--- config.mk ---
export PLATFORM = sky130hd
export DESIGN_NAME = calc_key_events
export DESIGN_NICKNAME = d
export VERILOG_FILES = /design/src/rtl/calc_pkg.sv /design/src/rtl/btn_debounce.sv /design/src/rtl/calc_key_events.sv
export SDC_FILE = /design/constraint.sdc
export NUM_CORES = 1
export LEC_CHECK = 0
export ABC_AREA = 1
export BUFFER_PORTS_ARGS = -buffer_cell sky130_fd_sc_hd__buf_4
export CAP_MARGIN = 0
export CORE_UTILIZATION = 50
export CTS_CLUSTER_SIZE = 30
export DETAILED_ROUTE_END_ITERATION = 10
export HOLD_SLACK_MARGIN = 0.03
export PLACE_DENSITY = 0.73
export SETUP_SLACK_MARGIN = 0.05
export SLEW_MARGIN = 5
export SYNTH_ARGS = -nofsm -noshare
export SYNTH_HDL_FRONTEND = slang
export SYNTH_SLANG_ARGS = --single-unit
--- constraint.sdc ---
create_clock -name clk_db -period 1.6 [get_ports clk_db]
set_input_delay 0.24 -clock clk_db [delete_from_list [all_inputs] [get_ports clk_db]]
set_output_delay 0.24 -clock clk_db [all_outputs]
set_load 0.05 [all_outputs]
--- src/rtl/calc_pkg.sv ---
// Shared types and defaults for the calculator push-button front end.
package calc_pkg;

  typedef enum logic [1:0] {
    S2_IDLE      = 2'd0,
    S2_TIMING    = 2'd1,
    S2_LONG_HELD = 2'd2
  } s2_state_e;

  // Debug view: classifier state plus the release strobes of S0/S2/S3.
  typedef struct packed {
    s2_state_e  s2_state;
    logic [2:0] release_evt;
  } key_dbg_t;

  localparam int DEF_DB_SAMPLES = 3;
  localparam int DEF_LONG_TICKS = 100;

endpackage

--- src/rtl/btn_debounce.sv ---
// One push-button: polarity normalisation, 2-flop synchroniser, debouncer
// and registered press/release strobes (high in the cycle stable changes).
module btn_debounce
  import calc_pkg::*;
#(
  parameter int DB_SAMPLES  = DEF_DB_SAMPLES,
  parameter bit ACTIVE_HIGH = 1'b1
) (
  input  logic clk_db,
  input  logic rst,
  input  logic raw_i,
  output logic press_o,
  output logic release_o
);

  localparam int CW = (DB_SAMPLES > 1) ? $clog2(DB_SAMPLES) : 1;
  localparam logic [CW-1:0] CNT_LAST = CW'(DB_SAMPLES - 1);

  logic          norm;
  logic          sync1_q, sync2_q;
  logic          stable_q, stable_d;
  logic [CW-1:0] cnt_q, cnt_d;
  logic          press_q, press_d;
  logic          release_q, release_d;

  assign norm = ACTIVE_HIGH ? raw_i : ~raw_i;

  always_comb begin
    stable_d  = stable_q;
    cnt_d     = '0;
    press_d   = 1'b0;
    release_d = 1'b0;
    if (sync2_q != stable_q) begin
      if (cnt_q == CNT_LAST) begin
        stable_d  = sync2_q;
        press_d   = sync2_q;
        release_d = ~sync2_q;
      end else begin
        cnt_d = cnt_q + 1'b1;
      end
    end
  end

  always_ff @(posedge clk_db or posedge rst) begin
    if (rst) begin
      sync1_q   <= 1'b0;
      sync2_q   <= 1'b0;
      stable_q  <= 1'b0;
      cnt_q     <= '0;
      press_q   <= 1'b0;
      release_q <= 1'b0;
    end else begin
      sync1_q   <= norm;
      sync2_q   <= sync1_q;
      stable_q  <= stable_d;
      cnt_q     <= cnt_d;
      press_q   <= press_d;
      release_q <= release_d;
    end
  end

  assign press_o   = press_q;
  assign release_o = release_q;

endmodule

--- src/rtl/calc_key_events.sv ---
// Turns raw S0/S2/S3 buttons into one-cycle calculator events; S2 is
// classified as short or long by hold time.
module calc_key_events
  import calc_pkg::*;
#(
  parameter int DB_SAMPLES  = DEF_DB_SAMPLES,
  parameter int LONG_TICKS  = DEF_LONG_TICKS,
  parameter bit ACTIVE_HIGH = 1'b1
) (
  input  logic     clk_db,
  input  logic     rst,
  input  logic     btn_s0_raw,
  input  logic     btn_s2_raw,
  input  logic     btn_s3_raw,
  output logic     btn_left,
  output logic     btn_right,
  output logic     s2_short,
  output logic     s2_long,
  output logic     s2_held,
  output key_dbg_t dbg
);

  localparam int HW = (LONG_TICKS > 1) ? $clog2(LONG_TICKS) : 1;
  localparam logic [HW-1:0] HOLD_LAST = HW'(LONG_TICKS - 1);

  logic [2:0] raw, press, rel;
  s2_state_e  state_q, state_d;
  logic [HW-1:0] hold_q, hold_d;
  logic btn_left_q, btn_right_q, s2_short_q, s2_long_q, s2_held_q;
  logic s2_short_d, s2_long_d, s2_held_d;

  assign raw = {btn_s3_raw, btn_s2_raw, btn_s0_raw};

  for (genvar g = 0; g < 3; g++) begin : g_btn
    btn_debounce #(.DB_SAMPLES(DB_SAMPLES), .ACTIVE_HIGH(ACTIVE_HIGH)) u_db (
      .clk_db    (clk_db),
      .rst       (rst),
      .raw_i     (raw[g]),
      .press_o   (press[g]),
      .release_o (rel[g])
    );
  end

  always_ff @(posedge clk_db or posedge rst) begin
    if (rst) begin
      state_q     <= S2_IDLE;
      hold_q      <= '0;
      btn_left_q  <= 1'b0;
      btn_right_q <= 1'b0;
      s2_short_q  <= 1'b0;
      s2_long_q   <= 1'b0;
      s2_held_q   <= 1'b0;
    end else begin
      state_q     <= state_d;
      hold_q      <= hold_d;
      btn_left_q  <= press[0];
      btn_right_q <= press[2];
      s2_short_q  <= s2_short_d;
      s2_long_q   <= s2_long_d;
      s2_held_q   <= s2_held_d;
    end
  end

  // Release is checked before the threshold so a tie counts as short.
  always_comb begin
    state_d = state_q;
    hold_d  = hold_q;
    case (state_q)
      S2_IDLE: begin
        if (press[1]) begin
          state_d = S2_TIMING;
          hold_d  = '0;
        end
      end
      S2_TIMING: begin
        if (rel[1])                 state_d = S2_IDLE;
        else if (hold_q == HOLD_LAST) state_d = S2_LONG_HELD;
        else                        hold_d  = hold_q + 1'b1;
      end
      S2_LONG_HELD: begin
        if (rel[1]) state_d = S2_IDLE;
      end
      default: state_d = S2_IDLE;
    endcase
  end

  always_comb begin
    s2_short_d = (state_q == S2_TIMING) && rel[1];
    s2_long_d  = (state_q == S2_TIMING) && !rel[1] && (hold_q == HOLD_LAST);
    s2_held_d  = s2_held_q;
    if (press[1])    s2_held_d = 1'b1;
    else if (rel[1]) s2_held_d = 1'b0;
  end

  assign btn_left  = btn_left_q;
  assign btn_right = btn_right_q;
  assign s2_short  = s2_short_q;
  assign s2_long   = s2_long_q;
  assign s2_held   = s2_held_q;
  assign dbg       = '{s2_state: state_q, release_evt: rel};

endmodule
==> results of run 1 <==
==> worst paths after layout <==
check,from,endpoint,slack (ns)
hold reg to reg,g_btn[0].u_db.press_o,btn_left,0.35
min in group asynchronous,rst,state_q[0],0.57
setup reg to reg,hold_q[0],hold_q[0],0.29
hold / removal,g_btn[0].u_db.press_o,btn_left,0.35
setup / recovery,hold_q[0],hold_q[0],0.29
max in group asynchronous,rst,g_btn[0].u_db.cnt_q[1],0.74
==> routing by layer <==
metal | global-route usage | part of all wire
met4 | 0.07500 | 0.020
met5 | 0 | 0
met3 | 0.08197 | 0.047
met2 | 0.2470 | 0.46
met1 | 0.1903 | 0.47
==> placed cells by master, fill, tap and decap left out, drive strengths merged <==
master,synthesis,routed
dfrtp,35,35
xnor2,3,3
a21o,1,1
xor2,1,1
nand2,43,43
nand3,4,4
a21oi,1,1
clkinv,0,1
ha,1,1
dlygate4sd3,0,4
buf,3,15
inv,23,23
clkbuf,0,7
nor2,14,14
o21ai,6,6
nor3,10,10
==> worst reg2reg max path, delay by kind of cell (launching register included) <==
family	cells	cell delay [ns]
flip-flops	1	0.43
AND/OR/NAND/NOR	6	0.56
adder cells (fa/ha/maj)	1	0.26
==> what timing repair did <==
action | 4_1_cts | 5_1_grt
hold buffers | 4 | 0
setup buffers | 0 | 0
endpoints found under the hold margin | 38 | 0
==> state kept, by name, indices dropped and copies added, names as in the netlist, 2 cells and up <==
register,count
g_btn.u_db.cnt_q,6
g_btn.u_db.sync2_q,3
g_btn.u_db.stable_q,3
g_btn.u_db.sync1_q,3
hold_q,7
state_q,2
g_btn.u_db.release_o,3
g_btn.u_db.press_o,3
==> kinds of logic (layout without fill, tap and decap cells) <==
family	Yosys count	count (layout)	share of synthesized area
flip-flops	35	35	0.6250
adder cells (fa/ha/maj)	1	1	0.008927
AO/OA/AOI/OAI	8	8	0.03036
XOR/XNOR	4	4	0.02500
AND/OR/NAND/NOR	71	71	0.2330
buffers and inverters	26	50	0.07768
==> per-stage QoR <==
step           setup WS [ns]  utilization
6_report              0.2877       0.6306
4_1_cts               0.2935       0.6306
5_1_grt               0.1551       0.6306
3_3_place_gp          0.4033       0.5955
3_5_place_dp          0.3165       0.5955
2_1_floorplan         0.2641            -
==> cell usage after synthesis (2+ instances only) <==
cell and n:
buf_4 3, dfrtp_1 35, inv_1 22, nand2_1 41, nand3_1 2, nand3_2 2, nor2_1 9, nor2_2 3
nor2_4 2, nor3_1 10, o21ai_0 4, o21ai_1 2, xnor2_1 3
==> power by group through the flow <==
| stage | Combinational (uW) | Clock [uW] | Sequential [uW] |
|---|---|---|---|
| after floorplan | 533 | 0 | 1350 |
| after global placement | 767 | 0 | 1260 |
| after detailed placement | 795 | 0 | 1270 |
| after CTS | 803 | 450 | 1260 |
| after global routing | 894 | 502 | 1280 |
| final | 796 | 424 | 1260 |
==> layout make-up <==
type	instances	share of cell area
clock buffers	7	0.02782
flip-flops and latches	35	0.5410
well taps	30	0.02318
inverters	23	0.05332
clock inverters	1	0.003091
multi-input cells	84	0.2573
repair buffers	19	0.09428
==> summary.txt, run 1 <==
Floorplan
  • DIE WIDTH: 54.94 microns
  • DIE HEIGHT: 54.94 microns
  • Core area: 2567 sq um
  • Initial core utilization: 0.5458
  • # IOs: 15
  • Die area: 3018 sq um
  • # rows: 18

STA
  • Hold WS: 0.3549 ns
  • Worst Max-Slew Pin Slew: 0.4183 ns
  • Final count of hold timing violations: 0
  • Skew final: 0.005468 ns
  • Final cycle utilization of the critical path: 0.8202
  • Unrepaired setup endpoints after global routing: no
  • Final setup viols: 0
  • Pins over their slew limit: 0
  • Tmin final: 1.312 ns
  • Max Freq: 762.0 MHz
  • Setup TNS: 0 ns
  • Relative slew slack: 0.7211

Global route
  • First-pass GRT wire length: 3.222 mm
  • GRT Total Usage: 0.1621
  • Total gr overflow: 0
  • Initial antenna violation count: 0
  • Largest net degree at the start of global routing: 36
  • Vias in the first global route: 784

Synthesis
  • YS warnings: 0
  • Mapped Area: 1401 sq um
  • Syn avg cell area: 9.664 sq um
  • Leading post-synthesis cells by cell area: dfrtp_1 (63%), nand2_1 (11%), inv_1 (5.9%), nor3_1 (3.6%), nor2_1 (2.4%)
  • EDFF count, synth: 0
  • Sequential share of the synthesized area: 0.6250
  • Gate Count Post-Synth: 145
  • Top FF cell, synth: dfrtp_1
  • Dominant cell type by area after synthesis: dfrtp_1
  • Synth cell types: 20
  • Synth top area share: 0.6250
  • Mapped Nets: 151
  • Yosys reg bits: 35
  • Async SR Flop Fraction: 1.000

Cells and area
  • Share of layout cells above drive strength 1: 0.1834
  • # nets final: 174
  • Post-route non-filler standard cell count: 199
  • Area of the multi-input gates: 416.7 sq um
  • Fin area: 1619 sq um
  • Seq. cell area: 875.8 sq um
  • P&R area growth vs syn: 15.54%
  • Ant. Diodes: 0
  • Fillers: 218

Worst hold path
  • Hold Path Class: reg -> reg
  • Worst hold stages: 0

Critical path
  • Worst Path Arrival: 1.57 ns
  • CP peak stage delay: 0.43 ns
  • Worst Setup Path Type: reg -> reg
  • Max FO, Critical Path: 8
  • Top cell by count, worst path: nand2_1
  • Cell Chain, Critical Path: ha_1 -> nand2_1 -> nor2_2 -> nand3_2 -> nand2_4 -> nand2_1 -> nand2_1
  • Cell count along the critical path: 7
  • CP Capture Type: flip-flop
  • Buf/Inv on CP: 0
  • Critical-path top delay cell: dfrtp_1
  • CP startpoint kind: flip-flop
  • Worst EP required: 1.86 ns
  • R2R cell count: 7
  • Critical path's top delay family: simple AND/OR/NAND/NOR gates

Power
  • Pint: 1545 uW
  • Leak: 0.0008564 uW
  • Sequential Power Share: 0.507
  • Clock power frac: 0.171
  • Pwr Total: 2476 uW
  • P_sw: 930.4 uW
  • Combinational power share: 0.322
  • Pwr dens: 1529 nW/um^2
  • Sw Ratio: 0.3758
  • Max VDD drop: 1.071 mV

CTS
  • TritonCTS sink count: 35
  • CTS tree: built
  • CTS Buf Count: 5
  • Clock root buffer: clkbuf_4
  • Post-cts resize count: 0
  • H-tree depth: 2
  • Worst skew pair latency: 0.32 ns
  • Longest Clk Path Bufs: 2
  • Register clock-pin slew on the reported worst setup and hold paths: 0.09 ns

Detailed routing
  • Total length of routed wires: 1.947 mm
  • Via count: 957
  • DRC viols: 0
  • Vias per cell: 4.809
  • Drt pass-1 iters: 4
  • Initial DRC Count: 12
  • DR WL/cell: 9.784 microns
  • Antenna-violating nets left: 0

Placement
  • Hpwl dp: 1.400 mm
  • Placed cell count: 187
  • Port bufs: 14
  • Placer Congestion: 0.8015
  • Dpl cell area: 1529 sq um

Flow run
  • MaxCap Viol Count: 0

Outcome
  • Status: complete, no violations
Power figures use the tool's default switching activity.
==> run 2: changes to the inputs <==
--- a/config.mk
+++ b/config.mk
@@ -12,7 +12,7 @@
 export CTS_CLUSTER_SIZE = 30
 export DETAILED_ROUTE_END_ITERATION = 10
 export HOLD_SLACK_MARGIN = 0.03
-export PLACE_DENSITY = 0.73
+export PLACE_DENSITY = 0.75
 export SETUP_SLACK_MARGIN = 0.05
 export SLEW_MARGIN = 5
 export SYNTH_ARGS = -nofsm -noshare
==> constraint.sdc (replaced) <==
create_clock -name clk_db -period 1.1 [get_ports clk_db]
set_input_delay 0.165 -clock clk_db [delete_from_list [all_inputs] [get_ports clk_db]]
set_output_delay 0.165 -clock clk_db [all_outputs]
set_load 0.05 [all_outputs]
==> run 2 against run 1 <==
The flow now finishes with violations (setup timing); sequential power rose by 45%; setup slack worse by 0.37 ns; hold slack better by 0.0047 ns; cell area increased by 8.1%; critical endpoint is now hold_q[3].
==> summary.txt, run 2 (synthesis results as in run 1) <==
Outcome
  • Status: finished with violations
  • Failing checks: setup timing

Power
  • Pwr dens: 2204 nW/um^2
  • Max VDD drop: 1.562 mV
  • Combinational power share: 0.359
  • Pwr Total: 3858 uW
  • Sequential Power Share: 0.476
  • Sw Ratio: 0.3770
  • Leak: 0.0009002 uW
  • P_sw: 1455 uW
  • Clock power frac: 0.165
  • Pint: 2404 uW

Cells and area
  • Fillers: 196
  • Most flops, register: hold_q
  • Ant. Diodes: 0
  • Max reg flops: 7
  • # nets final: 181
  • Post-route non-filler standard cell count: 206
  • Share of layout cells above drive strength 1: 0.2614
  • Top flop regs: hold_q (7), g_btn.u_db.cnt_q (6)
  • Most frequent cells in the layout: nand2_1 (38), dfrtp_1 (33), inv_1 (22), buf_4 (11)
  • Commonest non-fill, non-tap cell in the layout: nand2_1
  • P&R area growth vs syn: 24.91%

Floorplan
  • Die area: 3018 sq um
  • Core area: 2567 sq um
  • # rows: 18
  • Initial core utilization: 0.5458
  • DIE WIDTH: 54.94 microns
  • # IOs: 15
  • DIE HEIGHT: 54.94 microns

STA
  • Pins over their slew limit: 0
  • Relative slew slack: 0.8151
  • Hold WS: 0.3596 ns
  • Final setup viols: 11
  • Skew final: 0.01705 ns
  • Setup WS post-layout: -0.08238 ns
  • Tmin final: 1.182 ns
  • Worst Max-Slew Pin Slew: 0.2753 ns
  • Max Freq: 845.8 MHz
  • Final count of hold timing violations: 0
  • Unrepaired setup endpoints after global routing: yes
  • Final cycle utilization of the critical path: 1.075

CTS
  • CTS tree: built
  • Clock root buffer: clkbuf_4
  • Longest Clk Path Bufs: 2
  • Worst skew pair latency: 0.33 ns
  • Register clock-pin slew on the reported worst setup and hold paths: 0.10 ns
  • CTS Buf Count: 5
  • TritonCTS sink count: 35
  • H-tree depth: 2

Global route
  • Total gr overflow: 0
  • Initial antenna violation count: 0
  • Largest net degree at the start of global routing: 36
  • Vias in the first global route: 919
  • GRT Total Usage: 0.1884
  • First-pass GRT wire length: 3.815 mm

Detailed routing
  • Via count: 992
  • DR WL/cell: 11.40 microns
  • Vias per cell: 4.816
  • Drt pass-1 iters: 4
  • Initial DRC Count: 14
  • Antenna-violating nets left: 0
  • DRC viols: 0
  • Total length of routed wires: 2.349 mm

Critical path
  • Worst EP required: 1.36 ns
  • CP startpoint kind: flip-flop
  • Worst Setup Path Type: reg -> reg
  • Max FO, Critical Path: 8
  • Worst Path Arrival: 1.44 ns
  • CP Capture Type: flip-flop

Placement
  • Placer Congestion: 0.7834
  • Hpwl dp: 1.621 mm
  • Port bufs: 14
  • Placed cell count: 190

Flow run
  • MaxCap Viol Count: 0

Worst hold path
  • Hold Path Class: reg -> reg
## run 2: critical path, cell delays in order (launching register included)
cell and delay (ns):
dfrtp_1 0.42, ha_4 0.18, nand2_2 0.05, nor2_2 0.09
nand3_2 0.12, nand2_4 0.14, nand2_1 0.07, nand2_1 0.05
## run 2: path summary, 6_finish.rpt
| path | startpoint | endpoint | slack (ns) | depth (start not counted) |
|---|---|---|---|---|
| worst max register to register | hold_q[0] | hold_q[3] | -0.08 | 7 |
| worst min register to register | g_btn[0].u_db.sync1_q | g_btn[0].u_db.sync2_q | 0.36 | 0 |
| min in group asynchronous | rst | hold_q[2] | 0.43 | 4 |
| worst max-delay path | hold_q[0] | hold_q[3] | -0.08 | 7 |
| max in group asynchronous | rst | g_btn[2].u_db.sync1_q | 0.48 | 4 |
| worst min-delay path | g_btn[0].u_db.sync1_q | g_btn[0].u_db.sync2_q | 0.36 | 0 |
## run 2: layout make-up
type / count / area [sq um] / area share
flip-flops and latches: 35 / 878.3 / 0.5018
well taps: 30 / 37.54 / 0.02144
multi-input cells: 84 / 442.9 / 0.2530
clock inverters: 1 / 5.005 / 0.002859
repair buffers: 26 / 255.2 / 0.1458
inverters: 23 / 86.33 / 0.04932
clock buffers: 7 / 45.04 / 0.02573
## run 2: timing repair
action                                  CTS  global route
endpoints found under the setup margin   19            20
hold buffers                              4             0
gates cloned                              0             0
pin swaps                                 1             3
buffers inserted                          2             2
resized for setup                        11             4
hold endpoints to repair                 38             0
## run 2: metal layers
metal	track usage	vias to the layer above	share of wire
met4	0.07917	0	0.012
met5	0	-	0
met3	0.07650	4	0.030
met1	0.2208	469	0.44
li1	-	501	-
met2	0.3052	18	0.51
## run 2: power groups by stage
stage | Sequential [uW] | Combinational, uW | Clock [uW]
2_1_floorplan | 1960 | 786 | 0
3_3_place_gp | 1810 | 1230 | 0
3_5_place_dp | 1840 | 1280 | 0
4_1_cts | 1840 | 1390 | 664
5_1_grt | 1880 | 1540 | 739
6_report | 1830 | 1390 | 638
## run 2: per-stage QoR
stage,area [sq um],TNS (ns),utilization,setup WS [ns]
after floorplan,1409,-0.3318,-,-0.04891
after global placement,1572,0,0.6121,0.01678
after detailed placement,1572,-0.4250,0.6121,-0.05910
after CTS,1723,-0.4755,0.6711,-0.07087
after global routing,1750,-1.615,0.6818,-0.1713
final,1750,-0.6486,0.6818,-0.08238
==> run 3: changes to the inputs <==
--- a/config.mk
+++ b/config.mk
@@ -12,8 +12,7 @@
 export CTS_CLUSTER_SIZE = 30
 export DETAILED_ROUTE_END_ITERATION = 10
 export HOLD_SLACK_MARGIN = 0.03
-export PLACE_DENSITY = 0.75
-export SETUP_SLACK_MARGIN = 0.05
+export PLACE_DENSITY = 0.73
 export SLEW_MARGIN = 5
 export SYNTH_ARGS = -nofsm -noshare
 export SYNTH_HDL_FRONTEND = slang
==> constraint.sdc (replaced) <==
create_clock -name clk_db -period 1.15 [get_ports clk_db]
set_input_delay 0.1725 -clock clk_db [delete_from_list [all_inputs] [get_ports clk_db]]
set_output_delay 0.1725 -clock clk_db [all_outputs]
set_load 0.05 [all_outputs]
==> run 3 against run 2 <==
The run still ends with setup timing left; global-route usage shrank 0.83 points; first-iteration DRC count is 14% higher; non-clock buffer count is 3 lower; sequential cell count unchanged; hold slack worse by 0.0051 ns; sequential share of layout area fell by 0.25 points; clock skew decreased by 0.0060 ns; setup slack better by 0.051 ns; largest cell class unchanged; final cell count down 1.5%; via count shrank 1.4%; maximum frequency about the same; largest power group unchanged; power is 0.47% higher.
==> summary.txt, run 3 (synthesis results as in run 1) <==
Outcome
  • Status: finished with violations
  • Failing checks: setup timing

Critical path
  • Worst Setup Path Type: reg -> reg
  • Cell count along the critical path: 7
  • Top cell by count, worst path: nand2_2
  • Buf/Inv on CP: 0
  • Cell Chain, Critical Path: ha_4 -> nand2_4 -> nor2_4 -> nand3_4 -> nand2_8 -> nand2_2 -> nand2_2
  • CP peak stage delay: 0.41 ns
  • Reg-to-reg critical path endpoint: hold_q[1]
  • R2R cell count: 7
  • Crit Reg-Reg Startpoint: hold_q[0]
  • Max FO, Critical Path: 8
  • Critical path's top delay family: simple AND/OR/NAND/NOR gates
  • CP Capture Type: flip-flop
  • Worst EP required: 1.43 ns
  • Worst Path Arrival: 1.46 ns
  • CP startpoint kind: flip-flop
  • Reg2Reg Setup Slack: -0.03 ns
  • Critical-path top delay cell: dfrtp_1

CTS
  • Clock root buffer: clkbuf_4
  • TritonCTS sink count: 35
  • CTS tree: built
  • CTS Buf Count: 5
  • Worst skew pair latency: 0.34 ns
  • H-tree depth: 2
  • Register clock-pin slew on the reported worst setup and hold paths: 0.11 ns
  • Longest Clk Path Bufs: 2

Power
  • Leak: 0.0009113 uW
  • Sw Ratio: 0.3785
  • Clock power frac: 0.195
  • Sequential Power Share: 0.455
  • Combinational power share: 0.350
  • Pint: 2409 uW
  • P_sw: 1467 uW
  • Max VDD drop: 1.596 mV
  • Pwr dens: 2203 nW/um^2

Detailed routing
  • Initial DRC Count: 16
  • DRC viols: 0
  • Via count: 978
  • Antenna-violating nets left: 0
  • DR WL/cell: 11.48 microns
  • Total length of routed wires: 2.331 mm
  • Vias per cell: 4.818
  • Drt pass-1 iters: 4

STA
  • Setup WS post-layout: -0.03175 ns
  • Final cycle utilization of the critical path: 1.028
  • Tmin final: 1.182 ns
  • Unrepaired setup endpoints after global routing: yes
  • Worst Max-Slew Pin Slew: 0.2512 ns
  • Max Freq: 846.2 MHz
  • Setup TNS: -0.08780 ns
  • Pins over their slew limit: 0
  • Relative slew slack: 0.8314
  • Final count of hold timing violations: 0
  • Final setup viols: 7
  • Skew final: 0.01103 ns

Global route
  • Largest net degree at the start of global routing: 36
  • GRT Total Usage: 0.1801
  • Total gr overflow: 0
  • Initial antenna violation count: 0
  • First-pass GRT wire length: 3.629 mm
  • Vias in the first global route: 881

Floorplan
  • # rows: 18
  • # IOs: 15
  • Initial core utilization: 0.5458
  • DIE WIDTH: 54.94 microns
  • Core area: 2567 sq um
  • DIE HEIGHT: 54.94 microns
  • Die area: 3018 sq um

Cells and area
  • Fillers: 208
  • Top flop regs: hold_q (7), g_btn.u_db.cnt_q (6)
  • Ant. Diodes: 0
  • Fin area: 1759 sq um
  • Max reg flops: 7
  • Most frequent cells in the layout: nand2_1 (34), dfrtp_1 (33), inv_1 (22), buf_4 (15), nor3_1 (10)
  • Most flops, register: hold_q
  • Share of layout cells above drive strength 1: 0.2659
  • Commonest non-fill, non-tap cell in the layout: nand2_1
  • # nets final: 178
  • End-of-flow core utilization: 0.6852
  • P&R area growth vs syn: 25.54%

Worst hold path
  • Hold Path Class: reg -> reg
  • End of the worst hold path: g_btn[0].u_db.sync2_q
  • Hold path start: g_btn[0].u_db.sync1_q
  • Worst hold stages: 0

Placement
  • Hpwl dp: 1.558 mm
  • Pre-CTS WS: -0.05625 ns
  • Port bufs: 14
  • Dpl cell area: 1569 sq um
  • Placer Congestion: 0.7742

Flow run
  • MaxCap Viol Count: 0
## run 3: power groups by stage
| stage | Sequential, uW | Clock (uW) | Combinational, uW |
|---|---|---|---|
| final | 1760 | 755 | 1360 |
| after detailed placement | 1760 | 0 | 1220 |
| after global placement | 1740 | 0 | 1170 |
| after floorplan | 1880 | 0 | 748 |
| after global routing | 1800 | 829 | 1510 |
| after CTS | 1750 | 782 | 1260 |
## run 3: how the worst max path moves through the flow
stage          startpoint        end  slack, ns
2_1_floorplan  state_q[0]  hold_q[2]      0.001
3_3_place_gp    hold_q[0]  hold_q[2]       0.01
3_5_place_dp    hold_q[0]  hold_q[1]      -0.06
4_1_cts         hold_q[1]  hold_q[4]      -0.01
5_1_grt         hold_q[0]  hold_q[1]      -0.09
6_report        hold_q[0]  hold_q[1]      -0.03
## run 3: area by class of cell
| cell class | count | area (sq um) | share of cell area |
|---|---|---|---|
| Multi-Input combinational cell | 84 | 478.0 | 0.2717 |
| Timing Repair Buffer | 23 | 210.2 | 0.1195 |
| Clock buffer | 8 | 68.82 | 0.03912 |
| Inverter | 23 | 86.33 | 0.04908 |
| Sequential cell | 35 | 878.3 | 0.4993 |
| Tap cell | 30 | 37.54 | 0.02134 |
## run 3: layer usage
layer / part of all wire / wire [microns] / vias to the layer above / track usage
li1: - / - / 490 / -
met1: 0.46 / 1072 / 465 / 0.2222
met2: 0.49 / 1134 / 17 / 0.2731
met3: 0.036 / 85 / 6 / 0.07377
met4: 0.016 / 38 / 0 / 0.08750
met5: 0 / 0 / - / 0
## run 3: metrics by stage
| stage | std cells | total power [uW] | hold slack [ns] |
|---|---|---|---|
| finish | 203 | 3876 | 0.3544 |
| global route | 203 | 4146 | 0.3699 |
| CTS | 203 | 3793 | 0.3595 |
| detailed placement | 190 | 2974 | 0.2497 |
| global placement | 190 | 2909 | 0.2390 |
| floorplan | 145 | 2623 | 0.2039 |
## run 3: what timing repair did
action	in CTS	in global routing
buffers inserted	1	0
endpoints found under the setup margin	12	12
hold buffers	4	0
pin swaps	3	4
gates resized for setup	6	12
endpoints found under the hold margin	38	0
